[src/rtl/decode_unit_if.sv]
// D-stage decode bundle: instruction/operands in, decode controls and registered E bundle out.
// master = pipeline side driving the D-stage inputs, slave = decode_unit.
interface decode_unit_if;
  logic [31:0] instr;
  logic [31:0] a;
  logic [31:0] b;
  logic [4:0]  exc_code_in;
  logic        en;
  logic        clr;

  logic [1:0]  pc_src;
  logic        npc_op;
  logic [31:0] imm32;
  logic [4:0]  a3;
  logic        gen_d;
  logic        d1_use;
  logic        d2_use;
  logic        bd;
  logic [4:0]  exc_code;
  logic        in_slot;

  logic [31:0] imm32_e;
  logic [4:0]  a3_e;
  logic [4:0]  exc_code_e;
  logic        bd_e;

  modport master (
    output instr, a, b, exc_code_in, en, clr,
    input  pc_src, npc_op, imm32, a3, gen_d, d1_use, d2_use, bd, exc_code, in_slot,
    input  imm32_e, a3_e, exc_code_e, bd_e
  );

  modport slave (
    input  instr, a, b, exc_code_in, en, clr,
    output pc_src, npc_op, imm32, a3, gen_d, d1_use, d2_use, bd, exc_code, in_slot,
    output imm32_e, a3_e, exc_code_e, bd_e
  );
endinterface

[src/rtl/decode_unit.sv]
// MIPS D-stage decoder: branch comparator, immediate extension, destination select, delay-slot flag and E-stage bundle.
// Optional macro DECODE_SIGNED_BRANCH_EN enables blez/bgtz/bltz/bgez; without it those decode as reserved.
module decode_unit #(
  parameter logic [4:0] EXC_RI = 5'd10
) (
  input  logic         i_clk,
  input  logic         i_rst_n,
  decode_unit_if.slave io_dec
);

  typedef enum logic [1:0] {EXT_SIGN, EXT_ZERO, EXT_LUI} ext_e;
  typedef enum logic [1:0] {A3_NONE, A3_RD, A3_RT, A3_RA} a3_sel_e;

  logic [5:0]  w_op;
  logic [5:0]  w_funct;
  logic [4:0]  w_rs;
  logic [4:0]  w_rt;
  logic [4:0]  w_rd;
  logic [15:0] w_imm;

  logic        w_equal;
  logic        w_ltz;
  logic        w_eqz;

  logic        w_ri;
  logic [1:0]  w_dec_pc_src;
  logic        w_dec_npc_op;
  logic        w_dec_gen_d;
  logic        w_dec_d1_use;
  logic        w_dec_d2_use;
  logic        w_dec_bd;
  ext_e        w_dec_ext;
  a3_sel_e     w_dec_a3_sel;

  logic [1:0]  w_pc_src;
  logic        w_npc_op;
  logic [31:0] w_imm32;
  logic [4:0]  w_a3;
  logic        w_gen_d;
  logic        w_d1_use;
  logic        w_d2_use;
  logic        w_bd;
  logic [4:0]  w_exc_code;

  logic        r_in_slot;
  logic [31:0] r_imm32_e;
  logic [4:0]  r_a3_e;
  logic [4:0]  r_exc_code_e;
  logic        r_bd_e;

  function automatic logic [31:0] extend_imm(input logic [15:0] imm, input ext_e mode);
    logic [31:0] res;
    case (mode)
      EXT_ZERO: res = {16'd0, imm};
      EXT_LUI:  res = {imm, 16'd0};
      default:  res = {{16{imm[15]}}, imm};
    endcase
    return res;
  endfunction

  function automatic logic [4:0] pick_a3(input a3_sel_e sel, input logic [4:0] rd, input logic [4:0] rt);
    logic [4:0] res;
    case (sel)
      A3_RD:   res = rd;
      A3_RT:   res = rt;
      A3_RA:   res = 5'd31;
      default: res = 5'd0;
    endcase
    return res;
  endfunction

  assign w_op    = io_dec.instr[31:26];
  assign w_rs    = io_dec.instr[25:21];
  assign w_rt    = io_dec.instr[20:16];
  assign w_rd    = io_dec.instr[15:11];
  assign w_funct = io_dec.instr[5:0];
  assign w_imm   = io_dec.instr[15:0];

  assign w_equal = (io_dec.a == io_dec.b);
  assign w_ltz   = io_dec.a[31];
  assign w_eqz   = (io_dec.a == 32'd0);

  // Raw decode: classify the encoding and flag anything not recognised as reserved.
  always_comb begin
    w_ri         = 1'b0;
    w_dec_pc_src = 2'd0;
    w_dec_npc_op = 1'b0;
    w_dec_gen_d  = 1'b0;
    w_dec_d1_use = 1'b0;
    w_dec_d2_use = 1'b0;
    w_dec_bd     = 1'b0;
    w_dec_ext    = EXT_SIGN;
    w_dec_a3_sel = A3_NONE;
    case (w_op)
      6'h00: begin
        case (w_funct)
          6'h00, 6'h02, 6'h03, 6'h04, 6'h06, 6'h07,
          6'h10, 6'h12,
          6'h20, 6'h21, 6'h22, 6'h23, 6'h24, 6'h25, 6'h26, 6'h27,
          6'h2A, 6'h2B: w_dec_a3_sel = A3_RD;
          6'h08: begin
            w_dec_pc_src = 2'd2;
            w_dec_bd     = 1'b1;
            w_dec_d1_use = 1'b1;
          end
          6'h09: begin
            w_dec_pc_src = 2'd2;
            w_dec_bd     = 1'b1;
            w_dec_d1_use = 1'b1;
            w_dec_gen_d  = 1'b1;
            w_dec_a3_sel = A3_RD;
          end
          6'h11, 6'h13, 6'h18, 6'h19, 6'h1A, 6'h1B: w_dec_a3_sel = A3_NONE;
          default: w_ri = 1'b1;
        endcase
      end
      6'h01: begin
`ifdef DECODE_SIGNED_BRANCH_EN
        if (w_rt == 5'd0) begin
          w_dec_bd     = 1'b1;
          w_dec_d1_use = 1'b1;
          w_dec_pc_src = w_ltz ? 2'd1 : 2'd0;
        end else if (w_rt == 5'd1) begin
          w_dec_bd     = 1'b1;
          w_dec_d1_use = 1'b1;
          w_dec_pc_src = (!w_ltz) ? 2'd1 : 2'd0;
        end else begin
          w_ri = 1'b1;
        end
`else
        w_ri = 1'b1;
`endif
      end
      6'h02: begin
        w_dec_pc_src = 2'd1;
        w_dec_npc_op = 1'b1;
        w_dec_bd     = 1'b1;
      end
      6'h03: begin
        w_dec_pc_src = 2'd1;
        w_dec_npc_op = 1'b1;
        w_dec_bd     = 1'b1;
        w_dec_gen_d  = 1'b1;
        w_dec_a3_sel = A3_RA;
      end
      6'h04, 6'h05: begin
        w_dec_bd     = 1'b1;
        w_dec_d1_use = 1'b1;
        w_dec_d2_use = 1'b1;
        w_dec_pc_src = ((w_op == 6'h04) == w_equal) ? 2'd1 : 2'd0;
      end
      6'h06, 6'h07: begin
`ifdef DECODE_SIGNED_BRANCH_EN
        w_dec_bd     = 1'b1;
        w_dec_d1_use = 1'b1;
        if (w_op == 6'h06) begin
          w_dec_pc_src = (w_ltz | w_eqz) ? 2'd1 : 2'd0;
        end else begin
          w_dec_pc_src = (!w_ltz & !w_eqz) ? 2'd1 : 2'd0;
        end
`else
        w_ri = 1'b1;
`endif
      end
      6'h08, 6'h09, 6'h0A, 6'h0B: w_dec_a3_sel = A3_RT;
      6'h0C, 6'h0D, 6'h0E: begin
        w_dec_a3_sel = A3_RT;
        w_dec_ext    = EXT_ZERO;
      end
      6'h0F: begin
        w_dec_a3_sel = A3_RT;
        w_dec_ext    = EXT_LUI;
      end
      6'h20, 6'h21, 6'h23, 6'h24, 6'h25: w_dec_a3_sel = A3_RT;
      6'h28, 6'h29, 6'h2B: w_dec_a3_sel = A3_NONE;
      6'h10: begin
        // COP0: mfc0 writes rt, mtc0 writes nothing, eret returns through EPC.
        if (w_rs == 5'd0) begin
          w_dec_a3_sel = A3_RT;
        end else if (w_rs == 5'd4) begin
          w_dec_a3_sel = A3_NONE;
        end else if ((w_rs == 5'h10) && (w_funct == 6'h18)) begin
          w_dec_pc_src = 2'd3;
        end else begin
          w_ri = 1'b1;
        end
      end
      default: w_ri = 1'b1;
    endcase
  end

  // Reserved encodings silence every control and raise EXC_RI unless an earlier stage already faulted.
  always_comb begin
    if (w_ri) begin
      w_pc_src   = 2'd0;
      w_npc_op   = 1'b0;
      w_imm32    = 32'd0;
      w_a3       = 5'd0;
      w_gen_d    = 1'b0;
      w_d1_use   = 1'b0;
      w_d2_use   = 1'b0;
      w_bd       = 1'b0;
      w_exc_code = (io_dec.exc_code_in == 5'd0) ? EXC_RI : io_dec.exc_code_in;
    end else begin
      w_pc_src   = w_dec_pc_src;
      w_npc_op   = w_dec_npc_op;
      w_imm32    = extend_imm(w_imm, w_dec_ext);
      w_a3       = pick_a3(w_dec_a3_sel, w_rd, w_rt);
      w_gen_d    = w_dec_gen_d;
      w_d1_use   = w_dec_d1_use;
      w_d2_use   = w_dec_d2_use;
      w_bd       = w_dec_bd;
      w_exc_code = io_dec.exc_code_in;
    end
  end

  // Delay-slot flag and E-stage bundle; flush beats advance, and BDE captures the slot flag of the departing instruction.
  always_ff @(posedge i_clk or negedge i_rst_n) begin
    if (!i_rst_n) begin
      r_in_slot    <= 1'b0;
      r_imm32_e    <= 32'd0;
      r_a3_e       <= 5'd0;
      r_exc_code_e <= 5'd0;
      r_bd_e       <= 1'b0;
    end else begin
      if (io_dec.en) begin
        r_in_slot <= w_bd;
      end
      if (io_dec.clr) begin
        r_imm32_e    <= 32'd0;
        r_a3_e       <= 5'd0;
        r_exc_code_e <= 5'd0;
        r_bd_e       <= 1'b0;
      end else if (io_dec.en) begin
        r_imm32_e    <= w_imm32;
        r_a3_e       <= w_a3;
        r_exc_code_e <= w_exc_code;
        r_bd_e       <= r_in_slot;
      end
    end
  end

  assign io_dec.pc_src     = w_pc_src;
  assign io_dec.npc_op     = w_npc_op;
  assign io_dec.imm32      = w_imm32;
  assign io_dec.a3         = w_a3;
  assign io_dec.gen_d      = w_gen_d;
  assign io_dec.d1_use     = w_d1_use;
  assign io_dec.d2_use     = w_d2_use;
  assign io_dec.bd         = w_bd;
  assign io_dec.exc_code   = w_exc_code;
  assign io_dec.in_slot    = r_in_slot;
  assign io_dec.imm32_e    = r_imm32_e;
  assign io_dec.a3_e       = r_a3_e;
  assign io_dec.exc_code_e = r_exc_code_e;
  assign io_dec.bd_e       = r_bd_e;

endmodule

[src/flat_wrapper.sv]
// flat-port wrapper written by rule: the top's interface ports become plain ports
module decode_unit_flat 
#(
  parameter logic [4:0] EXC_RI = 5'd10
)
  (i_clk, i_rst_n, io_dec_instr, io_dec_a, io_dec_b, io_dec_exc_code_in, io_dec_en, io_dec_clr, io_dec_pc_src, io_dec_npc_op, io_dec_imm32, io_dec_a3, io_dec_gen_d, io_dec_d1_use, io_dec_d2_use, io_dec_bd, io_dec_exc_code, io_dec_in_slot, io_dec_imm32_e, io_dec_a3_e, io_dec_exc_code_e, io_dec_bd_e);
  decode_unit_if io_dec_i ();
  input  logic i_clk;
  input  logic i_rst_n;
  input wire logic [$bits(io_dec_i.instr)-1:0] io_dec_instr;
  input wire logic [$bits(io_dec_i.a)-1:0] io_dec_a;
  input wire logic [$bits(io_dec_i.b)-1:0] io_dec_b;
  input wire logic [$bits(io_dec_i.exc_code_in)-1:0] io_dec_exc_code_in;
  input wire logic [$bits(io_dec_i.en)-1:0] io_dec_en;
  input wire logic [$bits(io_dec_i.clr)-1:0] io_dec_clr;
  output wire logic [$bits(io_dec_i.pc_src)-1:0] io_dec_pc_src;
  output wire logic [$bits(io_dec_i.npc_op)-1:0] io_dec_npc_op;
  output wire logic [$bits(io_dec_i.imm32)-1:0] io_dec_imm32;
  output wire logic [$bits(io_dec_i.a3)-1:0] io_dec_a3;
  output wire logic [$bits(io_dec_i.gen_d)-1:0] io_dec_gen_d;
  output wire logic [$bits(io_dec_i.d1_use)-1:0] io_dec_d1_use;
  output wire logic [$bits(io_dec_i.d2_use)-1:0] io_dec_d2_use;
  output wire logic [$bits(io_dec_i.bd)-1:0] io_dec_bd;
  output wire logic [$bits(io_dec_i.exc_code)-1:0] io_dec_exc_code;
  output wire logic [$bits(io_dec_i.in_slot)-1:0] io_dec_in_slot;
  output wire logic [$bits(io_dec_i.imm32_e)-1:0] io_dec_imm32_e;
  output wire logic [$bits(io_dec_i.a3_e)-1:0] io_dec_a3_e;
  output wire logic [$bits(io_dec_i.exc_code_e)-1:0] io_dec_exc_code_e;
  output wire logic [$bits(io_dec_i.bd_e)-1:0] io_dec_bd_e;
  assign io_dec_i.instr = io_dec_instr;
  assign io_dec_i.a = io_dec_a;
  assign io_dec_i.b = io_dec_b;
  assign io_dec_i.exc_code_in = io_dec_exc_code_in;
  assign io_dec_i.en = io_dec_en;
  assign io_dec_i.clr = io_dec_clr;
  assign io_dec_pc_src = io_dec_i.pc_src;
  assign io_dec_npc_op = io_dec_i.npc_op;
  assign io_dec_imm32 = io_dec_i.imm32;
  assign io_dec_a3 = io_dec_i.a3;
  assign io_dec_gen_d = io_dec_i.gen_d;
  assign io_dec_d1_use = io_dec_i.d1_use;
  assign io_dec_d2_use = io_dec_i.d2_use;
  assign io_dec_bd = io_dec_i.bd;
  assign io_dec_exc_code = io_dec_i.exc_code;
  assign io_dec_in_slot = io_dec_i.in_slot;
  assign io_dec_imm32_e = io_dec_i.imm32_e;
  assign io_dec_a3_e = io_dec_i.a3_e;
  assign io_dec_exc_code_e = io_dec_i.exc_code_e;
  assign io_dec_bd_e = io_dec_i.bd_e;
  decode_unit #(.EXC_RI(EXC_RI)) u_core (.i_clk(i_clk), .i_rst_n(i_rst_n), .io_dec(io_dec_i));
endmodule
[config.mk]
export PLATFORM = sky130hd
export DESIGN_NAME = decode_unit_flat
export DESIGN_NICKNAME = d
export VERILOG_FILES = /design/src/rtl/decode_unit_if.sv /design/src/rtl/decode_unit.sv /design/src/flat_wrapper.sv
export SDC_FILE = /design/constraint.sdc
export NUM_CORES = 1
export LEC_CHECK = 0
export CAP_MARGIN = 20
export CORE_MARGIN = 3
export CORE_UTILIZATION = 32
export DETAILED_ROUTE_END_ITERATION = 16
export PLACE_DENSITY_LB_ADDON = 0.12
export SETUP_SLACK_MARGIN = 0.1
export SYNTH_ARGS = -nofsm -noshare
export SYNTH_HDL_FRONTEND = slang
export SYNTH_SLANG_ARGS = --single-unit
[constraint.sdc]
create_clock -name i_clk -period 3 [get_ports i_clk]
set_input_delay 0.45 -clock i_clk [delete_from_list [all_inputs] [get_ports i_clk]]
set_output_delay 0.45 -clock i_clk [all_outputs]
set_load 0.05 [all_outputs]
Yosys cells after proc, flatten, opt, wreduce, memory -nomap -nowiden

Index checks and enable logic that the tools add are counted.

Reduce and logical (&&, ||, !) cells: 15
Div/mod/pow operators: 0
Shift-type cells: 0
Bitwise logic cells: 0
$lt $le $gt $ge: 0
Add/subtract/negate cells: 0
Equality and inequality tests: 55
Multiplexer cells: 42
Multiply operators: 0

Operators with widths:

| kind                                          | number |
|---|---|
| == test 6 bit, second input constant          | 18 |
| two-way mux 32 bit                            | 3 |
| one-hot mux 32 bit (2 select lines)           | 1 |
| == test 6 x 4 -> 1 bit, second input constant | 10 |
| == test 6 x 5 -> 1 bit, second input constant | 9 |
| two-way mux 5 bit                             | 7 |
| == test 32 bit                                | 1 |
| == test 6 x 3 -> 1 bit, second input constant | 5 |
| OR reduction 26 bit                           | 1 |
| == test 6 x 2 -> 1 bit, second input constant | 4 |
| OR reduction 20 bit                           | 1 |
| OR reduction 19 bit                           | 1 |
| two-way mux 1 bit                             | 17 |
| one-hot mux 2 bit (4 select lines)            | 2 |
| one-hot mux 5 bit (3 select lines)            | 1 |
| OR reduction 13 bit                           | 1 |
| zero test 6 bit                               | 2 |
| two-way mux 2 bit                             | 6 |
| zero test 5 bit                               | 2 |
| == test 2 bit, second input constant          | 3 |
| one-hot mux 1 bit (2 select lines)            | 3 |
| OR reduction 2 bit                            | 3 |
| == test 5 x 3 -> 1 bit, second input constant | 1 |
| == test 5 bit, second input constant          | 1 |
| 8 further kinds                               | 9 |

Memory bits (writable): 0
Flip-flop bits (word level): 44
Bits in latches: 0
Input port bits: 105
Word-level logic and storage cells: 117
Output and inout port bits: 93
Memories: 0
Memory bits (read-only): 0

Longest topological paths before layout

Gate-level depths: netlist of the first run.

Depth after elaboration: 9
Mapped depth: 10
Depth with buffers taken out: 7

Worst setup path before layout of the first run

OpenSTA, ideal clock, no wires.

Kind: input-to-output
From: input port io_dec_instr[29]
To: output port io_dec_imm32[21]
Data arrival time: 3,007 ps
Buffers on the path: 4
Path slack: -457 ps
Data required time: 2,550 ps
Cell stages on the path: 10
Cells stage by stage: clkbuf_1 -> nand2_1 -> or4_1 -> ha_1 -> clkbuf_1 -> mux2i_1 -> or2_1 -> buf_2 -> buf_4 -> nor2_1

Word-level cells in the longest chain between the ends: 6
Elaborated cells between the ends (all ways): 30
Classes of those cells: 23 x eq/ne; 4 x mux; 3 x reduce/logical

Ends and longest elaborated chain:

| item                                                           | RTL line           | RTL |
|---|---|---|
| start: declaration                                             | flat_wrapper.sv:10 | `input wire logic [$bits(io_dec_i.instr)-1:0] io_dec_instr;` |
| == test 6 x 4 -> 1 bit                                         | decode_unit.sv:94  | `case (w_op)` |
| OR reduction 3 bit                                             | -                  |  |
| one-hot mux 2 bit (2 select lines)                             | decode_unit.sv:94  |  |
| == test 2 bit / == test 2 x 1 -> 1 bit (equally long branches) | decode_unit.sv:53  | `case (mode)` |
| one-hot mux 32 bit (2 select lines)                            | decode_unit.sv:53  |  |
| two-way mux 32 bit (*)                                         | decode_unit.sv:194 | `if (w_ri) begin` |
| end: declaration                                               | flat_wrapper.sv:18 | `output wire logic [$bits(io_dec_i.imm32)-1:0] io_dec_imm32;` |

Mark *: on every way between the ends. The rest lies on a longest branch, timed or not.

Worst setup path in the final report of the first run

From: input port io_dec_instr[30]
To: output port io_dec_imm32[21]

The elaborated chain is that of the path after synthesis.

==> results by group, run 1 <==
Clock tree
  – Root Buffer: clkbuf_8
  – CTS Buf Count: 5
  – H-tree depth: 2
  – Clock Tree Buf Depth: 2
  – Clk_lat worst skew: slightly below 300 ps
  – Reg clk slew, reported paths: 80 ps
  – CTS tree: built
  – CTS sink cnt: 44

Synthesis
  – Adder-cell share of the synthesized area: 0.00888
  – Area share of the largest cell type after synthesis: 0.391
  – Ys async rst share: 1.00
  – Seq cells post-synth: 44
  – Syn nets: 414
  – Synthesized area: 2820 sq um
  – Post-synth EDFFs: 0
  – Post-synthesis xor/xnor area fraction: 0.103
  – Post-synthesis compound-gate area fraction: 0.192
  – Post-synthesis simple-gate area fraction: 0.245
  – Most used DFF post-synth: dfrtp_1
  – YS warnings: 0
  – Unique masters post-synth: 54
  – Top area cells in the synthesized netlist: dfrtp_1, xor2_1, a22o_1, nor2_1, and2_1
  – Register area share after synthesis: 0.391
  – Cells after Synth: approximately 300
  – Multiplexer area fraction after synthesis: 0.0217
  – Main combinational cell family by area after synthesis: simple AND/OR/NAND/NOR gates
  – Largest area contributor in the netlist: dfrtp_1
  – Synthesized area per cell: 9.18 sq um

Placement
  – DP Area: 5650 sq um
  – Inst Count DP: 646
  – GP Congestion: 0.875
  – Count of input and output buffers: 197
  – Half-perimeter wire length after placement: 8940 um

Run status
  – Outcome: finished, final reports clean

Global route
  – Global route overflow: 0
  – Initial antenna violation count: 1
  – Gr usage total: 0.218
  – Maximum number of pins on one net before global-route repair: 45
  – Vias in the first global route: around 3500
  – First-pass GRT wire length: 17400 um

Route
  – DR WL/cell: 16.4 um
  – Antenna violation net count after detailed routing: 0
  – First drt pass iteration count: 4
  – Routed Wire Length: 10900 um
  – Drc violations: 0
  – Iteration-0 DRC count of the detailed router: 94
  – DR vias: 3311
  – Vias per std cell: 4.99

Worst setup path
  – Worst Setup End Kind: primary output
  – R2r setup slk: 2230 ps
  – Worst-path fanout max: 5
  – Critical Path Source Type: input pin
  – Crit path arrival time: 2420 ps
  – Crit Path Class: in2out
  – WP data required: 2550 ps

STA
  – Final worst path period share: 0.956
  – Endpoints failing setup: 0
  – Final min period: 2870 ps
  – Slew Limit Headroom: 0.537
  – WHS: 482 ps
  – Actual slew at the worst max-slew pin: slightly below 700 ps
  – Final Hold Viols: 0
  – Pins Over Slew Limit: 0
  – FMAX: 349 MHz
  – Worst Clk Skew: between 0.04 and 0.05 ps
  – RSZ-0062 raised after global routing: false

Layout
  – Commonest cells after routing, fill and taps aside: clkdlybuf4s50_1, buf_4, dfrtp_1, nor2_1
  – Commonest non-fill, non-tap cell in the layout: clkdlybuf4s50_1
  – Final instance count without filler cells: 664
  – Final Cell Area: 6020 sq um
  – Share of cells above drive strength 1: 0.342
  – Nets@finish: approximately 660
  – Synth-to-layout area growth: 114%

Power and ir drop
  – Max VDD drop: around 0.16 mV
  – Power Dens Cells: 327 nW/um^2
  – Leakage: 2.66 nW

Floorplan
  – Row Count: 33
  – Die height: 99.9 um
  – Core footprint: 8380 sq um
  – Starting Density: 0.336
  – Num ports: ~200
  – Die Area: about 10000 sq um
  – Die Wd: 99.9 um

Job
  – Maxcap violations: 0

Worst hold path
  – Worst min path class: reg2reg
## path summary, 6_finish.rpt
path                                           start                   endpoint  cells past startpoint
max reg2reg                    u_core.io_dec.in_slot      u_core.io_dec.in_slot                      1
min                        u_core.io_dec.imm32_e[27]  u_core.io_dec.imm32_e[27]                      2
max in group asynchronous                    i_rst_n      u_core.io_dec.a3_e[0]                      3
min reg2reg                u_core.io_dec.imm32_e[27]  u_core.io_dec.imm32_e[27]                      2
min in group asynchronous                    i_rst_n  u_core.io_dec.imm32_e[22]                      2
max                                 io_dec_instr[30]           io_dec_imm32[21]                      9
## worst max-delay path: stages
cell and delay [ps]:
buf_2 120, or4_4 560, ha_4 260, buf_6 120, mux2i_4 180, or2_4 300, buf_12 160, nor2_4 100
buf_8 150
## area by class of cell
class / instances / area, sq um
tap: 105 / 131
antenna: 1 / 2.50
multi-input combinational: 238 / 1850
inverter: 7 / 26.3
timing repair buffer: 261 / 2800
fill: 649 / 2360
clock buffer: 6 / 72.6
sequential: 44 / 1100
clock inverter: 2 / 35.0
## metal layers
layer / vias to the layer above / wire [um] / track usage
met2: 144 / 6000 / 0.426
met3: 12 / 928 / 0.0577
li1: 1579 / - / -
met1: 1576 / 3870 / 0.232
met5: - / 0 / 0
met4: 0 / 125 / 0.0462
## kinds of logic (layout without fill, tap and decap cells)
kind of cell,count (synthesis),in the layout
DFF,44,44
AOI/OAI and AO/OA,65,65
adders and majority gates,2,2
xor gates and xnor gates,33,33
other,0,1
buffers and inverters,25,276
muxes,6,6
and+or+nand+nor,132,132
## per-stage QoR
| step | utilization | worst slack (ps) | TNS [ps] | power (W) |
|---|---|---|---|---|
| 6_report | 0.718 | 131 | 0 | 0.00197 |
| 4_1_cts | 0.707 | 112 | 0 | 0.00197 |
| 2_1_floorplan | - | 105 | 0 | 0.00105 |
| 3_5_place_dp | 0.674 | -428 | -12520 | 0.00148 |
| 5_1_grt | 0.718 | 97.2 | 0 | 0.00205 |
| 3_3_place_gp | 0.674 | -360 | -10670 | 0.00147 |
## timing repair
action	CTS	global route
gates cloned	1	0
endpoints found under the setup margin	43	31
hold buffers	0	1
setup buffers	3	3
pin swaps	13	9
gates resized for setup	73	14
endpoints found under the hold margin	0	3
## sequential cells by signal, indices dropped and copies added, names as in the netlist
name and flops:
u_core.io_dec.a3_e 5, u_core.io_dec.imm32_e 32, u_core.io_dec.exc_code_e 5, u_core.io_dec.bd_e 1, u_core.io_dec.in_slot 1
## cell usage after synthesis (all sizes together), types with 2 or more instances
cell	n
and3	3
nor4	9
ha	2
clkbuf	13
xor2	32
or2	2
mux2i	5
and2	16
nand4	4
o211ai	3
o32ai	2
nor2b	2
or4	5
nor3	4
inv	7
a22o	22
nand2b	3
a31oi	3
o22a	2
o21ai	20
o21ba	3
a21oi	2
nand2	25
buf	5
dfrtp	44
nand3	2
nor2	50
## power breakdown
part / internal, W / switching [W]
logic: 0.000423 / 0.000469
registers: 0.000616 / 0.0000130
clock network: 0.000247 / 0.000201
total: 0.00129 / 0.000684
Power figures use the tool's default switching activity.
==> run 2, diff against run 1 <==
--- a/config.mk
+++ b/config.mk
@@ -6,8 +6,10 @@
 export NUM_CORES = 1
 export LEC_CHECK = 0
 export CAP_MARGIN = 20
+export CORE_ASPECT_RATIO = 2
 export CORE_MARGIN = 3
 export CORE_UTILIZATION = 32
+export CTS_CLUSTER_DIAMETER = 120
 export DETAILED_ROUTE_END_ITERATION = 16
 export PLACE_DENSITY_LB_ADDON = 0.12
 export SETUP_SLACK_MARGIN = 0.1
==> run 2 against run 1 <==
  * Sequential power hardly changed
  * Cell count is 2.7% lower
  * Power is 10% higher
  * Design area is 0.27% higher
  * Critical path type unchanged
  * Critical endpoint is now io_dec_imm32[18]
  * Largest cell class unchanged
==> results by group, run 2 (same netlist as run 1, synthesis figures left out) <==
Global route
  – First-pass GRT wire length: 17500 um (+0.24%)
  – GRT met2 Usage: 0.443 (+0.0176)
  – Busiest layer in global routing: met2
  – Vias in the first global route: 3555 (+0.79%)
  – Initial antenna violation count: 0 (-1)
  – Gr usage total: 0.225 (+0.00719)
  – Global route overflow: 0 (unchanged)
  – Maximum number of pins on one net before global-route repair: 45 (unchanged)
  – Met1 usage: 0.197 (-0.0346)
  – GRT met3 Usage: 0.0443 (-0.0134)

Placement
  – DP Area: 5570 sq um (-1.4%)
  – Inst Count DP: 630 (-2.5%)
  – Half-perimeter wire length after placement: 9080 um (+1.5%)
  – GP Congestion: 0.870 (-0.55%)
  – Count of input and output buffers: 197 (unchanged)

Worst setup path
  – CP dominant cell by count: buf_8
  – Crit path arrival time: 2410 ps (about the same)
  – Worst-path fanout max: 5 (unchanged)
  – Crit-path cells: buf_8 > or4_4 > o31a_4 > o21ai_4 > o221ai_4 > buf_6 > or2_4 > buf_8 > nor2_4 > buf_8
  – Critical Path Source Type: input pin
  – Worst Setup End Kind: primary output
  – Crit Path Class: in2out
  – WP data required: 2550 ps (about the same)
  – CP max stage delay: 530 ps (-30 ps)
  – Crit path max-delay cell type: or4_4

Floorplan
  – Num ports: 198 (unchanged)
  – Die Area: 10000 sq um (+0.69%)
  – Row Count: 47 (+42%)
  – Die height: 139 um (+39%)
  – Core footprint: 8410 sq um (+0.33%)
  – Die Wd: 72.4 um (-28%)
  – Starting Density: 0.335 (-0.00110)

Route
  – Drc violations: 0 (unchanged)
  – DR WL/cell: 17.4 um (+5.9%)
  – First drt pass iteration count: 4 (unchanged)
  – Routed Wire Length: 11300 um (+3.0%)
  – Iteration-0 DRC count of the detailed router: 129 (+37%)
  – DR vias: 3316 (+0.15%)
  – Antenna violation net count after detailed routing: 0 (unchanged)
  – Vias per std cell: 5.13 (+2.9%)

Layout
  – Final Cell Area: 6040 sq um (+0.27%)
  – Commonest non-fill, non-tap cell in the layout: clkdlybuf4s50_1
  – Nets@finish: 654 (-1.5%)
  – Share of cells above drive strength 1: 0.338 (-0.00470)
  – Final instance count without filler cells: 646 (-2.7%)
  – Diode count: 0 (-1)
  – Commonest cells after routing, fill and taps aside: clkdlybuf4s50_1, buf_4, dfrtp_1, nor2_1
  – Synth-to-layout area growth: 114%
  – Largest register FFs: 32 (unchanged)

Clock tree
  – CTS sink cnt: 44 (unchanged)
  – CTS Buf Count: 5 (unchanged)
  – Root Buffer: clkbuf_16
  – CTS tree: built
  – Reg clk slew, reported paths: 60 ps (-20 ps)
  – Clock Tree Buf Depth: 2 (unchanged)
  – H-tree depth: 2 (unchanged)
  – Clk_lat worst skew: 280 ps (about the same)

Run status
  – Outcome: finished, final reports clean

STA
  – Final Hold Viols: 0 (unchanged)
  – Actual slew at the worst max-slew pin: 702 ps (+10.7 ps)
  – Pins Over Slew Limit: 0 (unchanged)
  – Final worst path period share: 0.954 (-0.00175)
  – Worst Clk Skew: 0.0127 ps (-0.0356 ps)
  – Final min period: 2860 ps (-5.26 ps)
  – RSZ-0062 raised after global routing: true
  – Slew Limit Headroom: 0.530 (-0.00714)
  – Endpoints failing setup: 0 (unchanged)
  – FMAX: 349 MHz (+0.18%)

Power and ir drop
  – Max VDD drop: 0.259 mV (+62%)
  – Pwr Total: 0.00218 W (+10%)
  – Power Dens Cells: 360 nW/um^2 (+10%)
  – Leakage: 2.67 nW (+0.14%)

Job
  – Maxcap violations: 0 (unchanged)

Worst hold path
  – Worst min path class: reg2reg
run 2: changes by cell type in the layout (fill, tap and decap cells not counted), moves of 2 or more:
cell,before,now
buf_2,4,2
buf_4,61,51
buf_8,5,7
clkbuf_16,0,5
clkbuf_8,5,1
run 2: cell type report:
type                       instances  area [sq um]
inverter                           7          26.3
multi-input combinational        238          1870
sequential                        44          1100
timing repair buffer             251          2740
clock buffer                       6           139
clock inverter                     2          38.8
tap                               98           123
fill                             645          2370
run 2: repair_timing:
action | 4_1_cts | 5_1_grt
endpoints found under the hold margin | 0 | 3
hold buffers | 0 | 1
gates resized for setup | 76 | 24
pin swaps | 17 | 11
endpoints found under the setup margin | 45 | 30
buffers inserted | 4 | 2
cloned | 1 | 0
run 2: path summary, 6_finish.rpt:
path / to / slack, ps / cells past startpoint / start
min reg2reg: u_core.io_dec.imm32_e[28] / 480 / 2 / u_core.io_dec.imm32_e[28]
max: io_dec_imm32[18] / 140 / 10 / io_dec_instr[26]
max reg2reg: u_core.io_dec.in_slot / 2220 / 1 / u_core.io_dec.in_slot
min: u_core.io_dec.imm32_e[28] / 480 / 2 / u_core.io_dec.imm32_e[28]
max in group asynchronous: u_core.io_dec.imm32_e[24] / 2050 / 3 / i_rst_n
min in group asynchronous: u_core.io_dec.imm32_e[22] / 510 / 2 / i_rst_n
run 2: stage by stage:
| stage | utilization | setup slack (ps) | hold WS (ps) | TNS, ps |
|---|---|---|---|---|
| after floorplan | - | 105 | 154 | 0 |
| after global placement | 0.662 | -468 | 460 | -15000 |
| after detailed placement | 0.662 | -520 | 468 | -18090 |
| after CTS | 0.707 | 101 | 368 | 0 |
| after global routing | 0.718 | 80.4 | 499 | 0 |
| final | 0.718 | 137 | 477 | 0 |
run 2: metal layers:
metal,up-vias,routed length [um]
met4,0,586
met5,-,0
li1,1556,-
met1,1544,3300
met2,182,6520
met3,34,836
run 2: power by group:
| part | switching, W | total, W | internal [W] |
|---|---|---|---|
| registers | 0.0000133 | 0.000630 | 0.000616 |
| logic | 0.000472 | 0.000894 | 0.000421 |
| clock network | 0.000235 | 0.000652 | 0.000417 |
run 2: critical path: cells and delay by family:
| family | cells | cell delay, ps |
|---|---|---|
| simple gates | 3 | 960 |
| buf+inv | 4 | 560 |
| compound gates | 3 | 440 |
==> run 3, diff against run 2 <==
--- a/config.mk
+++ b/config.mk
@@ -11,8 +11,9 @@
 export CORE_UTILIZATION = 32
 export CTS_CLUSTER_DIAMETER = 120
 export DETAILED_ROUTE_END_ITERATION = 16
+export GPL_ROUTABILITY_DRIVEN = 0
 export PLACE_DENSITY_LB_ADDON = 0.12
-export SETUP_SLACK_MARGIN = 0.1
+export SETUP_SLACK_MARGIN = 0.2
 export SYNTH_ARGS = -nofsm -noshare
 export SYNTH_HDL_FRONTEND = slang
 export SYNTH_SLANG_ARGS = --single-unit
==> run 3 against run 2 <==
  * Cell count rose by 2.0%
  * Worst hold slack got worse by 430 ps
  * Sequential share of layout area fell by 0.53 points
  * Utilization rose by 2.2 points
  * First-iteration DRC count fell by 11%
  * Wire length rose by 1.6%
  * Clock skew rose by 0.83 ps
  * Worst setup slack improved by 30 ps
  * Highest routed layer unchanged
  * Register-to-register slack barely moved
==> results by group, run 3 (same netlist as run 1, synthesis figures left out) <==
Layout
  – Diode count: 0 (unchanged)
  – Synth-to-layout area growth: 121%
  – Nets@finish: 668 (+2.1%)
  – Share of cells above drive strength 1: 0.355 (+0.0171)
  – Final Cell Area: 6220 sq um (+3.0%)
  – Commonest non-fill, non-tap cell in the layout: clkdlybuf4s50_1
  – Commonest cells after routing, fill and taps aside: clkdlybuf4s50_1, buf_4, buf_12, dfrtp_1
  – Largest register FFs: 32 (unchanged)

Floorplan
  – Row Count: 47 (unchanged)
  – Die Area: 10000 sq um (unchanged)
  – Starting Density: 0.335 (unchanged)
  – Die Wd: 72.4 um (unchanged)
  – Core footprint: 8410 sq um (unchanged)
  – Die height: 139 um (unchanged)
  – Num ports: 198 (unchanged)

Clock tree
  – H-tree depth: 2 (unchanged)
  – Clock Tree Buf Depth: 2 (unchanged)
  – Reg clk slew, reported paths: 60 ps (about the same)
  – CTS sink cnt: 44 (unchanged)
  – CTS Buf Count: 5 (unchanged)
  – Root Buffer: clkbuf_16
  – CTS tree: built
  – Clk_lat worst skew: 280 ps (about the same)

Worst setup path
  – Critical path buffer and inverter count: 4 (unchanged)
  – R2r startpoint: u_core.io_dec.in_slot
  – Worst-path fanout max: 7 (+2)
  – R2r setup slk: 2230 ps (about the same)
  – Worst Setup End Kind: primary output
  – R2R Path End: u_core.io_dec.in_slot
  – WP data required: 2550 ps (about the same)
  – Crit Path Class: in2out
  – Crit-path cells: buf_4 > nand2_2 > or4_4 > ha_4 > buf_6 > mux2i_2 > or2_4 > buf_16 > nor2_4 > buf_12
  – Origin of the worst setup path: io_dec_instr[27]
  – Critical Path Source Type: input pin
  – Critical path's top delay family: simple AND/OR/NAND/NOR gates
  – CP max stage delay: 550 ps (+20 ps)
  – FF-to-FF path depth: 1 (unchanged)
  – Crit path arrival time: 2380 ps (-30 ps)
  – Crit path max-delay cell type: or4_4

Route
  – Antenna violation net count after detailed routing: 0 (unchanged)
  – Drc violations: 0 (unchanged)
  – First drt pass iteration count: 4 (unchanged)
  – Iteration-0 DRC count of the detailed router: 115 (-11%)
  – Routed Wire Length: 11400 um (+1.6%)
  – DR WL/cell: 17.3 um (-0.38%)
  – DR vias: 3373 (+1.7%)
  – Vias per std cell: 5.12 (-0.29%)

STA
  – RSZ-0062 raised after global routing: true
  – Endpoints failing setup: 0 (unchanged)
  – FMAX: 353 MHz (+1.1%)
  – Actual slew at the worst max-slew pin: 689 ps (-13.5 ps)
  – Final min period: 2830 ps (-29.8 ps)
  – Final setup margin: 166 ps (+29.8 ps)
  – Setup TNS: 0 ps (unchanged)
  – Pins Over Slew Limit: 0 (unchanged)
  – WHS: 51.4 ps (-426 ps)
  – Final worst path period share: 0.945 (-0.00992)
  – Slew Limit Headroom: 0.539 (+0.00903)
  – Final Hold Viols: 0 (unchanged)
  – Worst Clk Skew: 0.840 ps (+0.827 ps)

Global route
  – Initial antenna violation count: 0 (unchanged)
  – Gr usage total: 0.229 (+0.00387)
  – Global route overflow: 0 (unchanged)
  – Maximum number of pins on one net before global-route repair: 45 (unchanged)
  – Vias in the first global route: 3603 (+1.4%)
  – First-pass GRT wire length: 17900 um (+2.1%)

Job
  – Maxcap violations: 0 (unchanged)

Placement
  – Half-perimeter wire length after placement: 9380 um (+3.3%)
  – Post-place setup slack: -493 ps (+27.3 ps)
  – DP Area: 5870 sq um (+5.3%)
  – Count of input and output buffers: 197 (unchanged)

Power and ir drop
  – Leakage: 2.75 nW (+3.0%)
  – Max VDD drop: 0.243 mV (-6.0%)
  – Power Dens Cells: 334 nW/um^2 (-7.3%)

Run status
  – Outcome: finished, final reports clean

Worst hold path
  – Worst min path class: in2async
## run 3: cell types whose count changed in the layout (fill, tap and decap cells not counted), moves of 2 or more
| cell | before | now |
|---|---|---|
| nor4_1 | 9 | 6 |
| buf_6 | 13 | 7 |
| buf_12 | 32 | 48 |
| buf_4 | 51 | 60 |
| clkbuf_2 | 4 | 1 |
| clkdlybuf4s15_1 | 0 | 2 |
| nor4_2 | 0 | 3 |
| buf_2 | 2 | 4 |
| buf_8 | 7 | 3 |
## run 3: cell type report
cell class,count,area [sq um]
Inverter,7,26.3
Fill cell,599,2190
Sequential cell,44,1100
Clock buffer,6,129
Timing Repair Buffer,265,3000
Multi-Input combinational cell,238,1840
Clock inverter,1,5.00
Tap cell,98,123
## run 3: worst max path at each step
stage                             to  slack [ps]  cells past startpoint
global route        io_dec_imm32[28]         120                     10
floorplan           io_dec_imm32[21]         150                      9
finish              io_dec_imm32[30]         170                     10
CTS                 io_dec_imm32[24]         170                     10
global placement    io_dec_imm32[12]        -450                      8
detailed placement   io_dec_imm32[2]        -490                      8
## run 3: power by group
group	switching, W	internal (W)	leakage, nW
clock	0.000208	0.000302	0.0667
sequential	0.0000129	0.000617	0.603
combinational	0.000481	0.000456	2.08
## run 3: repair_timing
action                     CTS  global route
hold buffers                 0             0
pin swaps                   16            15
resized for setup           64            18
gates cloned                 1             0
setup buffers                6             3
setup endpoints to repair   44            40
## run 3: metrics by stage
step	utilization	power (W)	cells
2_1_floorplan	-	0.00105	307
3_3_place_gp	0.698	0.00153	641
3_5_place_dp	0.698	0.00154	641
4_1_cts	0.726	0.00207	655
5_1_grt	0.739	0.00216	659
6_report	0.739	0.00208	659
## run 3: per-layer routing
| metal | track usage | vias up | routed length (um) |
|---|---|---|---|
| li1 | - | 1585 | - |
| met1 | 0.199 | 1569 | 3390 |
| met2 | 0.445 | 185 | 6580 |
| met3 | 0.0522 | 34 | 862 |
| met4 | 0.136 | 0 | 603 |
| met5 | 0 | - | 0 |
